--- src/rtl/bus_pkg.sv ---
`default_nettype none
// ============================================================================
// Module : bus_pkg
// Brief  : Shared bus widths, peripheral address map and arbiter state type.
// Rev    : 1.0  initial release
// ============================================================================
package bus_pkg;

    localparam int unsigned c_BUS_AW = 32;
    localparam int unsigned c_BUS_DW = 32;

    localparam logic [31:0] c_BRAM_BASE  = 32'h0000_0000;
    localparam logic [31:0] c_TEXT_BASE  = 32'h0000_FF00;
    localparam logic [31:0] c_TEXT_LAST  = 32'h0000_FF7F;
    localparam logic [31:0] c_PSRAM_BASE = 32'h4000_0000;

    typedef enum logic [1:0] {
        IDLE  = 2'd0,
        ISSUE = 2'd1,
        WAIT  = 2'd2
    } arb_state_e;

    function automatic logic is_text_addr(input logic [31:0] addr);
        return (addr >= c_TEXT_BASE) && (addr <= c_TEXT_LAST);
    endfunction

endpackage
`default_nettype wire

--- src/rtl/rr_picker.sv ---
`default_nettype none
// ============================================================================
// Module : rr_picker
// Brief  : Combinational round-robin selector; search begins at i_ptr.
// Rev    : 1.0  initial release
// ============================================================================
module rr_picker
    import bus_pkg::*;
#(
    parameter int NUM_REQ = 2,
    parameter int IW      = $clog2(NUM_REQ)
)(
    input  logic [NUM_REQ-1:0] i_req,
    input  logic [IW-1:0]      i_ptr,
    output logic [NUM_REQ-1:0] o_gnt,
    output logic [IW-1:0]      o_idx,
    output logic               o_valid
);

    int w_k;

    // Walking from the far end lets the requester nearest i_ptr overwrite last.
    always_comb begin
        o_gnt = '0;
        o_idx = '0;
        w_k   = 0;
        for (int i = NUM_REQ - 1; i >= 0; i--) begin
            w_k = (int'(i_ptr) + i) % NUM_REQ;
            if (i_req[IW'(w_k)]) begin
                o_gnt            = '0;
                o_gnt[IW'(w_k)]  = 1'b1;
                o_idx            = IW'(w_k);
            end
        end
    end

    assign o_valid = |i_req;

endmodule
`default_nettype wire

--- src/rtl/bus_arbiter.sv ---
`default_nettype none
// ============================================================================
// Module : bus_arbiter
// Brief  : Round-robin arbiter running one bus transaction at a time.
//          Define BUS_ARBITER_TIMEOUT_EN to build the wait-state timeout.
// Rev    : 1.0  initial release
// ============================================================================
module bus_arbiter
    import bus_pkg::*;
#(
    parameter int NUM_REQ = 2,
    parameter int AW      = c_BUS_AW,
    parameter int DW      = c_BUS_DW,
    parameter int TIMEOUT = 255
)(
    input  logic                  i_clk,
    input  logic                  i_rst,
    input  logic [NUM_REQ-1:0]    i_req,
    input  logic [NUM_REQ-1:0]    i_we,
    input  logic [NUM_REQ*AW-1:0] i_addr,
    input  logic [NUM_REQ*DW-1:0] i_wr_data,
    output logic [NUM_REQ-1:0]    o_gnt,
    output logic [NUM_REQ-1:0]    o_ack,
    output logic [DW-1:0]         o_rd_data,
    output logic                  o_err,
    output logic                  o_bus_clk,
    output logic                  o_bus_we,
    output logic [AW-1:0]         o_bus_addr,
    output logic [DW-1:0]         o_bus_data,
    input  logic [DW-1:0]         i_bus_data,
    input  logic                  i_bus_data_ready
);

    localparam int IW = $clog2(NUM_REQ);

`ifdef BUS_ARBITER_TIMEOUT_EN
    localparam bit c_TIMEOUT_EN = 1'b1;
`else
    localparam bit c_TIMEOUT_EN = 1'b0;
`endif

    arb_state_e         r_state_q, w_state_d;
    logic [NUM_REQ-1:0] r_gnt_q, w_gnt_d;
    logic [NUM_REQ-1:0] r_ack_q, w_ack_d;
    logic               r_err_q, w_err_d;
    logic               r_bus_clk_q, w_bus_clk_d;
    logic               r_we_q, w_we_d;
    logic [AW-1:0]      r_addr_q, w_addr_d;
    logic [DW-1:0]      r_wdata_q, w_wdata_d;
    logic [DW-1:0]      r_rdata_q, w_rdata_d;
    logic [IW-1:0]      r_idx_q, w_idx_d;
    logic [IW-1:0]      r_ptr_q, w_ptr_d;

    logic [NUM_REQ-1:0] w_pick_gnt;
    logic [IW-1:0]      w_pick_idx;
    logic               w_pick_valid;
    logic               w_timeout;

    rr_picker #(
        .NUM_REQ (NUM_REQ),
        .IW      (IW)
    ) u_picker (
        .i_req   (i_req),
        .i_ptr   (r_ptr_q),
        .o_gnt   (w_pick_gnt),
        .o_idx   (w_pick_idx),
        .o_valid (w_pick_valid)
    );

    generate
        if (c_TIMEOUT_EN && (TIMEOUT > 0)) begin : g_timeout
            localparam int c_CNT_W = (TIMEOUT > 255) ? 16 : 8;
            logic [c_CNT_W-1:0] r_cnt_q;

            // Sits at zero outside WAIT, so it is cleared on every WAIT entry.
            always_ff @(posedge i_clk) begin
                if (i_rst || (r_state_q != WAIT)) begin
                    r_cnt_q <= '0;
                end else begin
                    r_cnt_q <= r_cnt_q + c_CNT_W'(1);
                end
            end

            assign w_timeout = (r_state_q == WAIT) && (r_cnt_q == c_CNT_W'(TIMEOUT - 1));
        end else begin : g_no_timeout
            assign w_timeout = 1'b0;
        end
    endgenerate

    always_comb begin
        w_state_d   = r_state_q;
        w_gnt_d     = r_gnt_q;
        w_ack_d     = '0;
        w_err_d     = 1'b0;
        w_bus_clk_d = 1'b0;
        w_we_d      = r_we_q;
        w_addr_d    = r_addr_q;
        w_wdata_d   = r_wdata_q;
        w_rdata_d   = r_rdata_q;
        w_idx_d     = r_idx_q;
        w_ptr_d     = r_ptr_q;

        case (r_state_q)
            IDLE: begin
                if (w_pick_valid) begin
                    w_state_d   = ISSUE;
                    w_gnt_d     = w_pick_gnt;
                    w_idx_d     = w_pick_idx;
                    w_bus_clk_d = 1'b1;
                    for (int k = 0; k < NUM_REQ; k++) begin
                        if (w_pick_idx == IW'(k)) begin
                            w_we_d    = i_we[k];
                            w_addr_d  = i_addr[k*AW +: AW];
                            w_wdata_d = i_wr_data[k*DW +: DW];
                        end
                    end
                end
            end
            ISSUE: begin
                w_state_d = WAIT;
            end
            WAIT: begin
                // Ready has priority over a timeout landing on the same cycle.
                if (i_bus_data_ready || w_timeout) begin
                    w_state_d = IDLE;
                    w_ack_d   = r_gnt_q;
                    w_err_d   = !i_bus_data_ready;
                    w_rdata_d = i_bus_data_ready ? i_bus_data : '0;
                    w_gnt_d   = '0;
                    w_we_d    = 1'b0;
                    w_addr_d  = '0;
                    w_wdata_d = '0;
                    w_ptr_d   = (r_idx_q == IW'(NUM_REQ - 1)) ? '0 : r_idx_q + IW'(1);
                end
            end
            default: begin
                w_state_d = IDLE;
            end
        endcase
    end

    always_ff @(posedge i_clk) begin
        if (i_rst) begin
            r_state_q   <= IDLE;
            r_gnt_q     <= '0;
            r_ack_q     <= '0;
            r_err_q     <= 1'b0;
            r_bus_clk_q <= 1'b0;
            r_we_q      <= 1'b0;
            r_addr_q    <= '0;
            r_wdata_q   <= '0;
            r_rdata_q   <= '0;
            r_idx_q     <= '0;
            r_ptr_q     <= '0;
        end else begin
            r_state_q   <= w_state_d;
            r_gnt_q     <= w_gnt_d;
            r_ack_q     <= w_ack_d;
            r_err_q     <= w_err_d;
            r_bus_clk_q <= w_bus_clk_d;
            r_we_q      <= w_we_d;
            r_addr_q    <= w_addr_d;
            r_wdata_q   <= w_wdata_d;
            r_rdata_q   <= w_rdata_d;
            r_idx_q     <= w_idx_d;
            r_ptr_q     <= w_ptr_d;
        end
    end

    assign o_gnt      = r_gnt_q;
    assign o_ack      = r_ack_q;
    assign o_err      = r_err_q;
    assign o_rd_data  = r_rdata_q;
    assign o_bus_clk  = r_bus_clk_q;
    assign o_bus_we   = r_we_q;
    assign o_bus_addr = r_addr_q;
    assign o_bus_data = r_wdata_q;

endmodule
`default_nettype wire

--- config.mk ---
export PLATFORM = sky130hd
export DESIGN_NAME = bus_arbiter
export DESIGN_NICKNAME = d
export VERILOG_FILES = /design/src/rtl/bus_pkg.sv /design/src/rtl/rr_picker.sv /design/src/rtl/bus_arbiter.sv
export SDC_FILE = /design/constraint.sdc
export NUM_CORES = 1
export LEC_CHECK = 0
export ABC_AREA = 0
export CAP_MARGIN = 0
export CORE_AREA = 2 2 105 107
export CTS_CLUSTER_DIAMETER = 60
export DETAILED_ROUTE_END_ITERATION = 6
export DIE_AREA = 0 0 107 109
export DONT_BUFFER_PORTS = 1
export SETUP_SLACK_MARGIN = 0.5
export SLEW_MARGIN = 20
export SYNTH_ARGS = -nofsm -noshare
export SYNTH_HDL_FRONTEND = slang
export SYNTH_SLANG_ARGS = --single-unit
--- constraint.sdc ---
create_clock -name i_clk -period 2.11 [get_ports i_clk]
set_input_delay 0.422 -clock i_clk [delete_from_list [all_inputs] [get_ports i_clk]]
set_output_delay 0.422 -clock i_clk [all_outputs]
set_load 0.1 [all_outputs]
==> insert_results.sql <==
INSERT INTO impl_metrics (metric_group, metric, value, unit) VALUES
('floorplan', 'floorplan.die_area', '11660', 'µm²'),
('clock_tree', 'insertion_delay', '360', 'ps'),
('global_routing', 'grt_first_pass_wirelength', '15.24', 'mm'),
('synth', 'yosys_most_used_dff', 'dfxtp_1', ''),
('worst_setup_path', 'regToRegSetupSlack', '560', 'ps'),
('placement', 'dp_hpwl', '7.578', 'mm'),
('hold_path', 'holdCritPathClass', 'in2reg', ''),
('floorplan', 'die-width', '107', 'µm'),
('sta', 'report.final.hold_viol_count', '0', ''),
('worst_setup_path', 'worstPathMaxFanout', '17', ''),
('global_routing', 'grtUsageMet3', '5.081', '%'),
('synth', 'synth-edff-count', '0', ''),
('placement', 'gpl.final_weighted_congestion', '0.7687', ''),
('finish', 'fill_cells', '970', ''),
('power', 'power_leakage', '2.561', 'nW'),
('synth', 'syn-instance-count', '393', ''),
('global_routing', 'gr-total-overflow', '0', ''),
('detailed_routing', 'route.antenna.remaining_nets', '0', ''),
('worst_setup_path', 'worst_r2r_path_depth', '5', ''),
('floorplan', 'core_area', '10600', 'µm²'),
('finish', 'num-nets-final', '654', ''),
('sta', 'final.setup_skew', '8.796', 'ps'),
('detailed_routing', 'viasPerCell', '5.112', ''),
('clock_tree', 'clock-root-buffer', 'clkbuf_8', ''),
('synth', 'synthArstFlopShare', '0', '%'),
('detailed_routing', 'drt_iter0_markers', '109', ''),
('finish', 'ratio_of_cells_with_drive_above_1_in_the_final_layout', '31.10', '%'),
('worst_setup_path', 'timing.critical_path.required', '2390', 'ps'),
('synth', 'synthDistinctLibCells', '24', ''),
('worst_setup_path', 'reg2reg_to', 'o_bus_data[17]', ''),
('sta', 'count_of_final_setup_violators', '0', ''),
('global_routing', 'grt.total_usage', '16.79', '%'),
('run_status', 'run_status', 'finished clean', ''),
('synth', 'yosys_register_bits', '105', ''),
('sta', 'timing.setup.tns', '0', 'ps'),
('synth', 'synth_largest_type_area_fraction', '49.99', '%'),
('detailed_routing', 'detailedRoute.firstPassIterationCount', '4', ''),
('global_routing', 'grt_use_met2', '30.44', '%'),
('worst_setup_path', 'timing_worst_setup_path_type', 'reg2reg', ''),
('finish', 'diodes', '0', ''),
('finish', 'multiInputGateArea', '1921', 'µm²'),
('floorplan', 'design.portCount', '270', ''),
('global_routing', 'antenna_found_initial', '0', ''),
('sta', 'finalCriticalPeriod', '1552', 'ps'),
('finish', 'syn2layout_area_growth', '28.59', '%'),
('worst_setup_path', 'crit_path_start_kind', 'register', ''),
('detailed_routing', 'vias', '3231', ''),
('power', 'vdd.ir_drop.worst', '0.0003826', 'V'),
('synth', 'synth_area_leaders', 'dfxtp_1 (50%), mux2i_1 (16%), o2bb2ai_1 (9.8%), o2bb2ai_2 (6.4%), nand2_1 (5.9%)', ''),
('finish', 'sequential_cell_area', '2102', 'µm²'),
('clock_tree', 'cts.hold.buffers_added', '0', ''),
('sta', 'final-max-slew-violation-count', '0', ''),
('detailed_routing', 'drt-wirelength-per-cell', '16.79', 'µm'),
('placement', 'setup_slack_at_placement', '398.1', 'ps'),
('floorplan', 'initial_core_util', '39.66', '%'),
('worst_setup_path', 'worst-endpoint-arrival', '1830', 'ps'),
('clock_tree', 'htreeDepth', '3', ''),
('hold_path', 'min_to', 'o_rd_data[27]', ''),
('clock_tree', 'cts_made_buffers', '9', ''),
('power', 'power-per-cell-area', '967.7', 'nW/µm²'),
('global_routing', 'first_global_vias', '3140', ''),
('clock_tree', 'path_clk_slew', '100', 'ps'),
('sta', 'maximum_clock_rate', '0.6443', 'GHz'),
('floorplan', 'floorplan.die.height', '109', 'µm'),
('sta', 'timing.final.crit_share', '73.55', '%'),
('placement', 'numPortBuffers', '0', ''),
('global_routing', 'grtUsageMet1', '18.25', '%'),
('hold_path', 'hold-path-cell-count', '1', ''),
('sta', 'setup_slack', '558.0', 'ps'),
('worst_setup_path', 'setup.worst_path.end_class', 'register', ''),
('detailed_routing', 'final_wirelength', '10.61', 'mm');
## placed cells by master, fill, tap and decap left out, drive strengths merged, types with 3 or more instances in the layout
cell,count
nand2b,3
inv,3
o2bb2ai,65
dfxtp,105
a21oi,34
nor2,3
conb,3
buf,114
nand2,66
clkbuf,14
mux2i,66
## per-stage QoR
step | instances | util [%] | power [mW] | area (µm²)
6_report | 632 | 51.00 | 5.233 | 5408
5_1_grt | 632 | 51.00 | 5.433 | 5408
4_1_cts | 624 | 50.08 | 5.251 | 5310
3_5_place_dp | 607 | 47.71 | 3.854 | 5059
3_3_place_gp | 607 | 47.71 | 3.836 | 5059
2_1_floorplan | 395 | - | 3.570 | 4213
## final cells by class
type,instances,area share [%]
inverter,3,0.2082
clock buffer,12,2.869
clock inverter,4,1.388
sequential,105,38.87
timing repair buffer,116,17.91
tap,140,3.239
multi-input combinational,252,35.52
## cells by family (layout without fill, tap and decap cells)
| group | count (synthesis) | after routing | share of synthesized area [%] |
|---|---|---|---|
| other | 1 | 3 | 0.08917 |
| flip-flops | 105 | 105 | 49.99 |
| buffers and inverters | 39 | 135 | 5.325 |
| AO/OA/AOI/OAI | 103 | 103 | 20.98 |
| multiplexers | 66 | 66 | 15.71 |
| AND/OR/NAND/NOR | 79 | 80 | 7.914 |
## critical path: stages, from the launching register on
cell and delay (ps):
dfxtp_1 400, or3_1 450, a31oi_4 170, buf_4 170, buf_12 150, o2bb2ai_1 130
## where the power goes
group	leakage, nW	total (mW)	internal [mW]	switching [mW]
Sequential	0.861	2.18	2.12	0.0592
Clock	0.109	1.39	0.734	0.652
Combinational	1.59	1.67	0.359	1.31
Total	2.56	5.23	3.22	2.02
## Yosys cell counts, types with 3 or more instances
cell type / number
dfxtp_1: 105
mux2i_1: 66
nand2_1: 66
o2bb2ai_1: 47
a21oi_1: 34
o2bb2ai_2: 18
clkbuf_1: 17
buf_4: 7
buf_6: 6
buf_2: 5
inv_1: 3
nand2b_1: 3
nor2_1: 3
## sequential cells by signal, summed over array words and instances, names as in the netlist
name and count:
o_bus_we 1, o_gnt 1, r_state_q 2, o_bus_addr 32, r_idx_q 1, o_err 1
o_bus_clk 1, r_ptr_q 1, o_ack 1, o_rd_data 32, o_bus_data 32
## routing by layer
layer  part of all wire, %  wire length (µm)  up-vias
met5                     0                 0        -
met1                    39              4137     1484
li1                      -                 -     1592
met3                   8.2               869       10
met4                   1.3               139        0
met2                    52              5464      145
## what timing repair did
action                                  CTS  global route
gates resized for setup                   3             1
setup buffers                             0             6
cloned                                    1             2
pin swaps                                 1             2
endpoints found under the setup margin   57            47
## worst max-delay path by stage
stage / start / end / slack (ps)
floorplan: r_state_q[1] / o_bus_addr[23] / 600
global placement: i_req[0] / o_bus_data[29] / 450
CTS: r_state_q[0] / o_bus_data[4] / 510
global route: r_state_q[1] / o_bus_data[24] / 490
finish: r_state_q[1] / o_bus_data[17] / 560
detailed placement: i_req[0] / o_bus_data[24] / 400
(Power assumes the default switching activity.)
